--- config.mk ---
export PLATFORM = sky130hd
export DESIGN_NAME = scfifo_burst_drain
export DESIGN_NICKNAME = d
export VERILOG_FILES = /design/src/rtl/scfifo_drain_pkg.sv /design/src/rtl/drain_out_buf.sv /design/src/rtl/scfifo_burst_drain.sv
export SDC_FILE = /design/constraint.sdc
export NUM_CORES = 1
export LEC_CHECK = 0
export CORE_MARGIN = 2
export CORE_UTILIZATION = 40
export DETAILED_ROUTE_END_ITERATION = 6
export PLACE_DENSITY = 0.69
export SETUP_SLACK_MARGIN = 0.3
export SLEW_MARGIN = 20
export SYNTH_ARGS = -nofsm -noshare
export SYNTH_HDL_FRONTEND = slang
export SYNTH_SLANG_ARGS = --single-unit
--- constraint.sdc ---
create_clock -name clk -period 3.4 [get_ports clk]
set_clock_uncertainty 0.2 [all_clocks]
set_input_delay 0.68 -clock clk [delete_from_list [all_inputs] [get_ports clk]]
set_output_delay 0.68 -clock clk [all_outputs]
set_load 0.1 [all_outputs]
--- src/rtl/scfifo_drain_pkg.sv ---
// Shared types and constants for the show-ahead FIFO burst drain block.
package scfifo_drain_pkg;

   typedef enum logic {
      IDLE  = 1'b0,
      BURST = 1'b1
   } drain_state_e;

   localparam int BCNT_W = 16;

endpackage

--- src/rtl/drain_out_buf.sv ---
// Two-entry in-order buffer with push/pop and head outputs; usable as a skid stage.
module drain_out_buf
   import scfifo_drain_pkg::*;
#(
   parameter int W = 9
) (
   input  logic         clk,
   input  logic         rst_n,
   input  logic         push,
   input  logic [W-1:0] push_data,
   input  logic         pop,
   output logic [1:0]   occ,
   output logic         head_valid,
   output logic [W-1:0] head_data
);

   logic [W-1:0] e0_q;
   logic [W-1:0] e1_q;
   logic [1:0]   cnt_q;
   logic         pop_ok;
   logic         push_ok;

   // A push into a full buffer is only accepted when the head leaves the same cycle.
   assign pop_ok  = pop && (cnt_q != 2'd0);
   assign push_ok = push && ((cnt_q != 2'd2) || pop_ok);

   always_ff @(posedge clk or negedge rst_n) begin
      if (!rst_n) begin
         e0_q  <= '0;
         e1_q  <= '0;
         cnt_q <= 2'd0;
      end else begin
         case ({push_ok, pop_ok})
            2'b10: begin
               if (cnt_q == 2'd0) e0_q <= push_data;
               else               e1_q <= push_data;
               cnt_q <= cnt_q + 2'd1;
            end
            2'b01: begin
               e0_q  <= e1_q;
               cnt_q <= cnt_q - 2'd1;
            end
            2'b11: begin
               if (cnt_q == 2'd1) begin
                  e0_q <= push_data;
               end else begin
                  e0_q <= e1_q;
                  e1_q <= push_data;
               end
            end
            default: ;
         endcase
      end
   end

   assign occ        = cnt_q;
   assign head_valid = (cnt_q != 2'd0);
   assign head_data  = e0_q;

endmodule

--- src/rtl/scfifo_burst_drain.sv ---
// Drains a show-ahead FIFO as fixed-length bursts onto a valid/ready stream with m_last.
// Optional partial-burst flush after an idle timeout: define SCFIFO_DRAIN_FLUSH_EN.
module scfifo_burst_drain
   import scfifo_drain_pkg::*;
#(
   parameter int DW        = 8,
   parameter int AW        = 10,
   parameter int BURST_LEN = 16,
   parameter int TIMEOUT   = 64
) (
   input  logic              clk,
   input  logic              rst_n,
   input  logic [DW-1:0]     fifo_dout,
   input  logic              fifo_empty,
   input  logic [AW-1:0]     fifo_data_cnt,
   output logic              fifo_read,
   output logic [DW-1:0]     m_data,
   output logic              m_valid,
   output logic              m_last,
   input  logic              m_ready,
   output logic              busy,
   output logic [BCNT_W-1:0] bursts_done
);

   if (BURST_LEN < 1 || BURST_LEN > (2**AW) - 1) begin : g_bad_burst_len
      $error("scfifo_burst_drain: BURST_LEN out of range 1..2**AW-1");
   end
   if (TIMEOUT < 1 || TIMEOUT > 65535) begin : g_bad_timeout
      $error("scfifo_burst_drain: TIMEOUT out of range 1..65535");
   end

   typedef struct packed {
      logic [DW-1:0] data;
      logic          last;
   } drain_entry_t;

   localparam logic [AW-1:0] BLEN_C = AW'(BURST_LEN);

   drain_state_e      state_q;
   drain_state_e      state_d;
   logic [AW-1:0]     beat_q;
   logic [AW-1:0]     blen_q;
   logic [BCNT_W-1:0] bursts_q;
   logic              start_go;
   logic [AW-1:0]     start_len;
   logic              last_rd;
   logic [1:0]        occ;
   logic              head_valid;
   drain_entry_t      push_e;
   drain_entry_t      head_e;

`ifdef SCFIFO_DRAIN_FLUSH_EN
   localparam logic [15:0] TMO_LAST = 16'(TIMEOUT - 1);
   logic [15:0] timer_q;
`endif

   // Read strobe looks only at registered state and FIFO flags, never at m_ready.
   always_comb begin
      state_d   = state_q;
      start_go  = 1'b0;
      start_len = BLEN_C;
      fifo_read = (state_q == BURST) && !fifo_empty && (occ != 2'd2);
      last_rd   = fifo_read && (beat_q == blen_q - AW'(1));
      case (state_q)
         IDLE: begin
            if (fifo_data_cnt >= BLEN_C) begin
               start_go = 1'b1;
               state_d  = BURST;
            end
`ifdef SCFIFO_DRAIN_FLUSH_EN
            else if (timer_q == TMO_LAST && !fifo_empty) begin
               start_go  = 1'b1;
               start_len = fifo_data_cnt;
               state_d   = BURST;
            end
`endif
         end
         BURST: begin
            if (last_rd) state_d = IDLE;
         end
         default: state_d = IDLE;
      endcase
   end

   always_ff @(posedge clk or negedge rst_n) begin
      if (!rst_n) begin
         state_q  <= IDLE;
         beat_q   <= '0;
         blen_q   <= '0;
         bursts_q <= '0;
      end else begin
         state_q <= state_d;
         if (start_go) begin
            blen_q <= start_len;
            beat_q <= '0;
         end else if (fifo_read) begin
            beat_q <= beat_q + AW'(1);
         end
         if (last_rd) bursts_q <= bursts_q + BCNT_W'(1);
      end
   end

`ifdef SCFIFO_DRAIN_FLUSH_EN
   // Idle timer only runs while a partial burst sits in the FIFO.
   always_ff @(posedge clk or negedge rst_n) begin
      if (!rst_n) begin
         timer_q <= '0;
      end else if (state_q != IDLE || fifo_empty || start_go) begin
         timer_q <= '0;
      end else if (fifo_data_cnt < BLEN_C) begin
         timer_q <= timer_q + 16'd1;
      end
   end
`endif

   assign push_e.data = fifo_dout;
   assign push_e.last = last_rd;

   drain_out_buf #(
      .W ($bits(drain_entry_t))
   ) u_out_buf (
      .clk        (clk),
      .rst_n      (rst_n),
      .push       (fifo_read),
      .push_data  (push_e),
      .pop        (m_valid && m_ready),
      .occ        (occ),
      .head_valid (head_valid),
      .head_data  (head_e)
   );

   assign m_data      = head_e.data;
   assign m_valid     = head_valid;
   assign m_last      = head_valid && head_e.last;
   assign busy        = (state_q == BURST);
   assign bursts_done = bursts_q;

endmodule

* Yosys cells after proc, flatten, opt, wreduce, memory -nomap -nowiden
Cells that the tools add are included.
** Operators by class
- Magnitude comparators :: 1
- Divide/modulo/power cells :: 0
- Mux-type cells :: 13
- $mul :: 0
- Bitwise logic cells :: 1
- $add $sub $neg :: 5
- Shift-type cells :: 0
- Reductions and logical operators :: 17
- Equality and inequality tests :: 9
** Operators with widths (count)
- 2-to-1 mux 9 bit :: 4
- one-hot mux 9 bit (3 select lines) :: 1
- 2-to-1 mux 10 bit :: 2
- one-hot mux 9 bit (2 select lines) :: 1
- adder 16 x 1 -> 16 bit (second input constant) :: 1
- adder 10 x 1 -> 10 bit (second input constant) :: 1
- == test 10 bit :: 1
- greater-or-equal comparator 10 x 5 -> 1 bit (second input constant) :: 1
- nonzero test 2 bit :: 4
- logical AND 1 bit :: 7
- != test 2 bit (second input constant) :: 3
- subtractor 5 x 1 -> 6 bit (second input constant) :: 1
- == test 2 x 1 -> 1 bit (second input constant) :: 2
- == test 2 bit (second input constant) :: 2
- one-hot mux 2 bit (2 select lines) :: 1
- 2-to-1 mux 1 bit :: 3
- AND reduction 3 bit :: 1
- nonzero test 3 bit :: 1
- adder 2 x 1 -> 2 bit (second input constant) :: 1
- logical NOT 2 bit :: 1
- != test 2 x 1 -> 1 bit (second input constant) :: 1
- one-hot mux 1 bit (2 select lines) :: 1
- AND reduction 2 bit :: 1
- subtractor 2 x 1 -> 2 bit (second input constant) :: 1
- other kinds (3) :: 3
** Word-level totals
- Flip-flop bits (word level) :: 48
- Memories kept :: 0
- Memory bits (read-only) :: 0
- Bits in latches :: 0
- Input bits :: 22
- Bits in writable memories :: 0

* Longest topological paths before layout
Gate-level depths: netlist (run 1).
- Word-level depth :: 8
- Depth in mapped cells :: 11
- Mapped depth without buffers :: 10

* Hierarchy
From an unflattened synthesis (run 1), not the netlist that was laid out.
** Unflattened totals
- Cells, all modules :: 214
- Area, all modules :: 2377.3 µm²
** Modules (own cells, without submodules)
- scfifo_burst_drain :: cells an instance 121, area each 1363.8 µm², times used 1
- drain_out_buf :: cells an instance 93, area each 1013.5 µm², times used 1

* Least setup slack after synthesis (run 1)
Ideal clock, no wire load.
- Path type :: register -> register
- From :: reg u_out_buf.cnt_q[0], in the netlist u_out_buf.occ[0]
- To :: reg u_out_buf.e1_q[1]
- Setup time :: 0.125 ns
- Data arrival time :: 2.583 ns
- Required time :: 3.075 ns
- Cell stages (with the launch flop) :: 10
- Path slack :: 0.492 ns
- Period minus slack after synthesis :: 2.908 ns
- Cells stage by stage :: dfrtp_1 -> inv_1 -> ha_1 -> inv_1 -> nand2_1 -> inv_1 -> ha_1 -> o211a_1 -> clkbuf_1 -> mux2_2
** On the way
- Longest elaborated chain between the ends :: 8
- Elaborated cells on any way between the ends :: 16
- Those cells by class :: eq/ne (6); mux (1); reduce/logical (9)
** RTL lines
- from (decl) :: RTL line drain_out_buf.sv:19 : logic [1:0] cnt_q;
- from (signal assigned) :: RTL line drain_out_buf.sv:37 : cnt_q <= cnt_q + 2'd1;
- from (signal assigned) :: RTL line drain_out_buf.sv:41 : cnt_q <= cnt_q - 2'd1;
- nonzero test 2 bit * :: RTL line drain_out_buf.sv:57 : assign head_valid = (cnt_q != 2'd0);
- named net m_valid :: RTL line scfifo_burst_drain.sv:18 : output logic m_valid,
- logical AND 1 bit :: RTL line scfifo_burst_drain.sv:126 : .pop (m_valid && m_ready),
- logical AND 1 bit * :: RTL line drain_out_buf.sv:24 : assign pop_ok = pop && (cnt_q != 2'd0);
- logical OR 1 bit :: RTL line drain_out_buf.sv:25 : assign push_ok = push && ((cnt_q != 2'd2) || pop_ok);
- logical AND 1 bit :: RTL line drain_out_buf.sv:25
- == test 2 bit :: RTL line drain_out_buf.sv:33 : case ({push_ok, pop_ok})
- != test 2 bit (no source line) / nonzero test 2 bit (equally long branches)
- AND reduction 3 bit (no source line)
- to (signal assigned) :: RTL line drain_out_buf.sv:36 : else e1_q <= push_data;
- to (signal assigned) :: RTL line drain_out_buf.sv:48 : e1_q <= push_data;
- to (decl) :: RTL line drain_out_buf.sv:18 : logic [W-1:0] e1_q;
The timed path passes the listed nets; every way through them passes the cells marked *.
A chain may end at the register's enable or synchronous reset.

* Worst setup path in the final report (run 1)
- From :: in fifo_empty
- To :: out fifo_read
** On the way
- Longest elaborated chain between the ends :: 3
** RTL lines
- from (decl) :: RTL line scfifo_burst_drain.sv:14 : input logic fifo_empty,
- logical NOT 1 bit :: RTL line scfifo_burst_drain.sv:62 : fifo_read = (state_q == BURST) && !fifo_empty && (occ != 2'd2);
- logical AND 1 bit (2 in a row) :: RTL line scfifo_burst_drain.sv:62
- to (decl) :: RTL line scfifo_burst_drain.sv:16 : output logic fifo_read,
Every way passes these cells.

==> results.txt, run 1 <==
----------------------------------------------------
[Yosys]
  Leading register cell type out of synthesis ... sky130_fd_sc_hd__dfrtp_1
  Count of distinct cell types in the synthesized netlist ... 39
  Count of yosys warnings during synthesis ... 0
  Synth Net Count ... 252
  Cell type with the highest aggregate area in the netlist ... sky130_fd_sc_hd__dfrtp_1
  Sequential cell area fraction in the yosys report ... 0.477
  Number of standard cells after synthesis ... 222
  Top cell type's share of synthesized area ... 0.477
  Syn avg cell area ... 11.3 um2
  Seq cells post-synth ... 48
  Post-synth EDFFs ... 0
  Synth area leaders ... sky130_fd_sc_hd__dfrtp_1, sky130_fd_sc_hd__xor2_1, sky130_fd_sc_hd__mux2_2
  Cell area after synthesis ... 2520 um2
  Fraction of registers with async set/reset ... 1.00

[STA]
  Setup_tns ... 0 ps
  Final setup violation count ... 0
  RSZ-0062 raised after global routing ... false
  Post-route minimum period ... 2680 ps
  Transition time of the tightest slew-check pin ... 656 ps
  Highest clock rate ... 374 MHz
  Final slew viol count ... 0
  Normalized max-slew margin ... 0.562
  Count of endpoints failing hold in the final timing report ... 0
  Final Hold Slack ... 149 ps
  Part of the cycle the worst path needs ... 0.787

[Finish]
  Count of inserted antenna diode cells ... 0
  Fraction of final layout cells sized beyond drive strength 1 ... 0.251
  Filler-free cell count of the finished design ... 338
  Most frequent standard cell in the layout excluding fill and tap cells ... sky130_fd_sc_hd__dfrtp_1
  Highest-count cells in the layout ignoring fill and taps ... sky130_fd_sc_hd__dfrtp_1, sky130_fd_sc_hd__buf_4, sky130_fd_sc_hd__nand2_1
  Post-layout nets ... 292
  Area added between synthesis and finish ... 20.1%
  Final instance area ... 3030 um2

[Floorplan]
  Die width ... 83.4 um
  Number of primary I/O pins ... 50
  Area of the core ... 5990 um2
  Chip Height ... 83.4 um
  Effective utilization at floorplan ... 0.420
  Num rows ... 28
  Die ar. ... 6950 um2

[Global routing]
  Remaining global-route overflow ... 0
  Global-route wire length before repair ... 8220 um
  Antenna violations before repair ... 0
  Global Route Usage Sum ... 0.147
  Pin count of the biggest net entering global routing ... 25
  Number of global-route vias before repair ... 1694

[Power and ir drop]
  Worst IR Drop VDD ... 0.500 mV
  P per Cell Area ... 827 nW/um2
  Leakage power of the design ... 1.45 nW

[Route]
  Antenna-violating nets left ... 0
  Detailed-route wire length per cell ... 13.9 um
  Length of the first detailed-routing pass in iterations ... 5
  Residual DRC count ... 0
  Detailed router's first-iteration violation count ... 53
  Count of vias placed by the detailed router ... 1712
  Average vias per placed instance ... 5.07
  Post-Route WL ... 4710 um

[Placed design]
  Total instance count after detailed placement ... 330
  Gp weighted congestion ... 0.744
  Number of buffers inserted by port buffering ... 45
  Hpwl dp ... 3370 um
  Post-DP Area ... 2910 um2

[Critical path]
  Kind of end point of the critical path ... output pin
  Type of the setup path with the least slack ... primary input to output pin
  Max FO, Critical Path ... 14
  WP data arrival ... 1800 ps
  Startpoint type of the worst setup path ... primary input
  Data required time of the worst path ... 2520 ps

[Clocking]
  Clock latency of the later-clocked register in the worst-skew pair ... 290 ps
  Number of clock sinks ... 48
  Post-CTS clock slew at the launch and capture registers of the worst setup and hold paths ... 90 ps
  Buffers from clock root to sink, at most ... 2
  Setup Buffers After CTS ... 0
  Post-CTS sizing ... 0
  TritonCTS clock tree ... yes
  Depth of the CTS H-tree ... 2
  Number of buffers inserted by hold repair at cts ... 0
  Total CTS buffers ... 5
  Buffer type at the clock tree root ... sky130_fd_sc_hd__clkbuf_8

[Worst hold path]
  Tightest Hold Check Type ... primary input to asynchronous set/reset pin

[Run]
  Max Cap Viol ... 0

[Status]
  Result of the run ... complete, no violations

----------------------------------------------------
path summary, 6_finish.rpt:
path	start	end	slack [ps]	cells past startpoint
min in group clk	u_out_buf.head_data[1]$_DFFE_PN0P_	u_out_buf.head_data[1]$_DFFE_PN0P_	280	2
min reg2reg	u_out_buf.head_data[1]$_DFFE_PN0P_	u_out_buf.head_data[1]$_DFFE_PN0P_	280	2
max in group asynchronous	rst_n	u_out_buf.head_data[3]$_DFFE_PN0P_	2240	2
min	rst_n	beat_q[0]$_DFFE_PN0P_	150	1
max	fifo_empty	fifo_read	720	4
max reg2reg	u_out_buf.occ[0]$_DFFE_PN0P_	u_out_buf.e1_q[3]$_DFFE_PN0P_	870	9
final cells by class:
cell class / instances / area [um2]
clock inverters: 2 / 35.0
fillers: 545 / 2970
repair buffers: 48 / 410
flip-flops and latches: 48 / 1200
inverters: 12 / 50.0
multi-input cells: 147 / 1160
well taps: 75 / 93.8
clock buffers: 6 / 72.6
logic make-up after synthesis:
family,synth area share
flops,0.477
compound gates,0.136
simple gates,0.149
fa+ha+maj,0.0397
buf+inv,0.0631
xor+xnor,0.0869
mux,0.0487
metal layers:
metal | part of all wire | track usage
met1 | 0.48 | 0.196
met2 | 0.45 | 0.224
met4 | 0.016 | 0.0641
met5 | 0 | 0
met3 | 0.047 | 0.0408
power breakdown:
group / internal (mW) / leakage (nW) / switching, mW
clock: 0.218 / 0.0552 / 0.189
combinational: 0.364 / 0.791 / 0.904
sequential: 0.727 / 0.602 / 0.101
metrics by stage:
stage	setup WS (ps)	total power, mW	utilization
2_1_floorplan	492	1.91	-
3_3_place_gp	494	2.09	0.486
3_5_place_dp	477	2.11	0.486
4_1_cts	724	2.53	0.504
5_1_grt	674	2.66	0.505
6_report	724	2.50	0.505
Yosys cell counts (all sizes together) (7+ instances only):
cell type	number
o21ai	10
nand3	8
a211oi	11
nand2	20
nor2	11
buf	12
inv	11
a22oi	8
dfrtp	48
ha	8
mux2	10
xor2	19
a21oi	7
registers in the layout, indices dropped and copies added, names as in the netlist:
| name | cells |
|---|---|
| bursts_done | 16 |
| u_out_buf.head_data | 9 |
| u_out_buf.occ | 2 |
| u_out_buf.e1_q | 9 |
| blen_q | 1 |
| busy | 1 |
| beat_q | 10 |
critical path: stages:
cell and delay (ps):
sky130_fd_sc_hd__clkdlybuf4s50_1 400, sky130_fd_sc_hd__or3_4 360, sky130_fd_sc_hd__clkinv_4 160, sky130_fd_sc_hd__buf_12 190
Power figures use the tool's default switching activity.
==> inputs of run 2 (changes only) <==
Settings changed: PLACE_DENSITY 0.69 to 0.72.
Clock period 3.4 ns to 2.4 ns, I/O delays scaled along.
==> results.txt, run 2 (synthesis results as in run 1) <==
----------------------------------------------------
[Status]
  Result of the run ... complete, no violations

[Clocking]
  TritonCTS clock tree ... yes
  Depth of the CTS H-tree ... 2
  Number of clock sinks ... 48
  Buffers from clock root to sink, at most ... 2
  Buffer type at the clock tree root ... sky130_fd_sc_hd__clkbuf_8
  Post-CTS clock slew at the launch and capture registers of the worst setup and hold paths ... 90 ps
  Total CTS buffers ... 5
  Clock latency of the later-clocked register in the worst-skew pair ... 310 ps

[STA]
  RSZ-0062 raised after global routing ... true
  Count of endpoints failing hold in the final timing report ... 0
  Post-route minimum period ... 2260 ps
  Final setup violation count ... 0
  Highest clock rate ... 442 MHz
  Min setup slack post-route ... 136 ps
  Transition time of the tightest slew-check pin ... 478 ps
  Final slew viol count ... 0
  Part of the cycle the worst path needs ... 0.943
  Normalized max-slew margin ... 0.681
  Final Hold Slack ... 281 ps

[Power and ir drop]
  Leakage power of the design ... 1.62 nW
  P per Cell Area ... 1180 nW/um2
  Worst IR Drop VDD ... 0.794 mV
  Tot Pwr ... 4.20 mW

[Critical path]
  R2r worst-path depth ... 9
  Data required time of the worst path ... 1720 ps
  Startpoint of the most critical register-to-register path ... u_out_buf.occ[0]$_DFFE_PN0P_
  WP data arrival ... 1580 ps
  Startpoint type of the worst setup path ... flop
  Type of the setup path with the least slack ... flop to output pin
  Kind of end point of the critical path ... output pin
  Register-to-register path setup slack ... 140 ps
  Terminus of the critical flop-to-flop path ... u_out_buf.e1_q[5]$_DFFE_PN0P_
  Max FO, Critical Path ... 3

[Floorplan]
  Chip Height ... 83.4 um
  Number of primary I/O pins ... 50
  Num rows ... 28
  Die ar. ... 6950 um2
  Area of the core ... 5990 um2
  Die width ... 83.4 um
  Effective utilization at floorplan ... 0.420

[Route]
  Post-Route WL ... 5170 um
  Count of vias placed by the detailed router ... 1805
  Length of the first detailed-routing pass in iterations ... 4
  Residual DRC count ... 0
  Antenna-violating nets left ... 0
  Average vias per placed instance ... 5.00
  Detailed router's first-iteration violation count ... 48
  Detailed-route wire length per cell ... 14.3 um

[Finish]
  Register cell area after layout ... 1220 um2
  Final instance area ... 3560 um2
  Area added between synthesis and finish ... 41.4%
  Number of filler instances in the final layout ... 495
  Highest-count cells in the layout ignoring fill and taps ... sky130_fd_sc_hd__buf_4, sky130_fd_sc_hd__dfrtp_1, sky130_fd_sc_hd__xor2_1
  Fraction of final layout cells sized beyond drive strength 1 ... 0.472
  Combined area of the multi-input logic cells ... 1380 um2
  End-of-flow core utilization ... 0.595
  Most frequent standard cell in the layout excluding fill and tap cells ... sky130_fd_sc_hd__buf_4
  Post-layout nets ... 315
  Count of inserted antenna diode cells ... 0
  Max FFs per register ... 16

[Placed design]
  Post-Place Setup Slack ... -182 ps
  Hpwl dp ... 3520 um
  Gp weighted congestion ... 0.753
  Number of buffers inserted by port buffering ... 45
  Post-DP Area ... 3210 um2

[Global routing]
  Pin count of the biggest net entering global routing ... 30
  Global Route Usage Sum ... 0.148
  Antenna violations before repair ... 0
  Remaining global-route overflow ... 0
  Number of global-route vias before repair ... 1724
  Global-route wire length before repair ... 8310 um

[Run]
  Max Cap Viol ... 0

[Worst hold path]
  Hold Path Stages ... 1
  End of the worst hold path ... bursts_done[15]$_DFFE_PN0P_
  Min-Delay Startpoint ... bursts_done[15]$_DFFE_PN0P_
  Tightest Hold Check Type ... flop to flop

----------------------------------------------------
run 2: cell types whose count changed in the layout (fill, tap and decap cells not counted), moves of 7 or more:
| cell | delta |
|---|---|
| sky130_fd_sc_hd__dfrtp_1 | -13 |
| sky130_fd_sc_hd__dfrtp_2 | +12 |
| sky130_fd_sc_hd__buf_4 | +9 |
| sky130_fd_sc_hd__mux2_2 | -9 |
| sky130_fd_sc_hd__mux2_4 | +9 |
| sky130_fd_sc_hd__a22oi_1 | -8 |
| sky130_fd_sc_hd__a22oi_2 | +8 |
| sky130_fd_sc_hd__o21ai_0 | -8 |
| sky130_fd_sc_hd__o21ai_1 | +8 |
| sky130_fd_sc_hd__buf_12 | +7 |
run 2: where the power goes:
part	total [mW]	switching [mW]	internal [mW]
Clock	0.493	0.287	0.207
Combinational	2.50	1.49	1.01
Sequential	1.21	0.170	1.04
run 2: timing repair:
action / in CTS / in global routing
hold buffers: 1 / 0
gates cloned: 0 / 1
hold endpoints to repair: 19 / 0
resized for setup: 16 / 19
buffers inserted: 7 / 3
setup endpoints to repair: 39 / 40
pin swaps: 7 / 5
run 2: final cells by class:
type | count | area share
sequential | 48 | 0.342
inverter | 12 | 0.0186
multi-input combinational | 147 | 0.387
clock inverter | 3 | 0.00667
timing repair buffer | 71 | 0.200
clock buffer | 5 | 0.0193
tap | 75 | 0.0263
run 2: worst max-delay path: stages (launching register included):
cell and delay (ps):
sky130_fd_sc_hd__dfrtp_1 380, sky130_fd_sc_hd__inv_2 60, sky130_fd_sc_hd__ha_4 160, sky130_fd_sc_hd__or3_4 330
sky130_fd_sc_hd__buf_6 140, sky130_fd_sc_hd__clkinv_8 50, sky130_fd_sc_hd__buf_12 160
run 2: how the worst max path moves through the flow:
stage | startpoint | to | slack, ps | cells after the start
global route | u_out_buf.occ[0]$_DFFE_PN0P_ | u_out_buf.e1_q[5]$_DFFE_PN0P_ | 70 | 9
floorplan | u_out_buf.occ[0]$_DFFE_PN0P_ | u_out_buf.e1_q[1]$_DFFE_PN0P_ | -130 | 10
finish | u_out_buf.occ[0]$_DFFE_PN0P_ | fifo_read | 140 | 6
CTS | u_out_buf.occ[0]$_DFFE_PN0P_ | fifo_read | 130 | 6
detailed placement | fifo_empty | u_out_buf.e1_q[1]$_DFFE_PN0P_ | -180 | 7
global placement | fifo_empty | u_out_buf.e1_q[1]$_DFFE_PN0P_ | -150 | 7
run 2: stage by stage:
stage | std cells | TNS, ps
6_report | 361 | 0
5_1_grt | 361 | 0
4_1_cts | 357 | 0
3_5_place_dp | 341 | -3210
3_3_place_gp | 341 | -2420
2_1_floorplan | 222 | -1600
run 2: layer usage:
metal  up-vias  part of all wire  routed length [um]  GRT usage
li1        901                 -                   -          -
met1       862              0.46                2400      0.206
met2        36              0.48                2470      0.226
met3         6             0.047                 243     0.0417
met4         0             0.010                  52     0.0402
met5         -                 0                   0          0
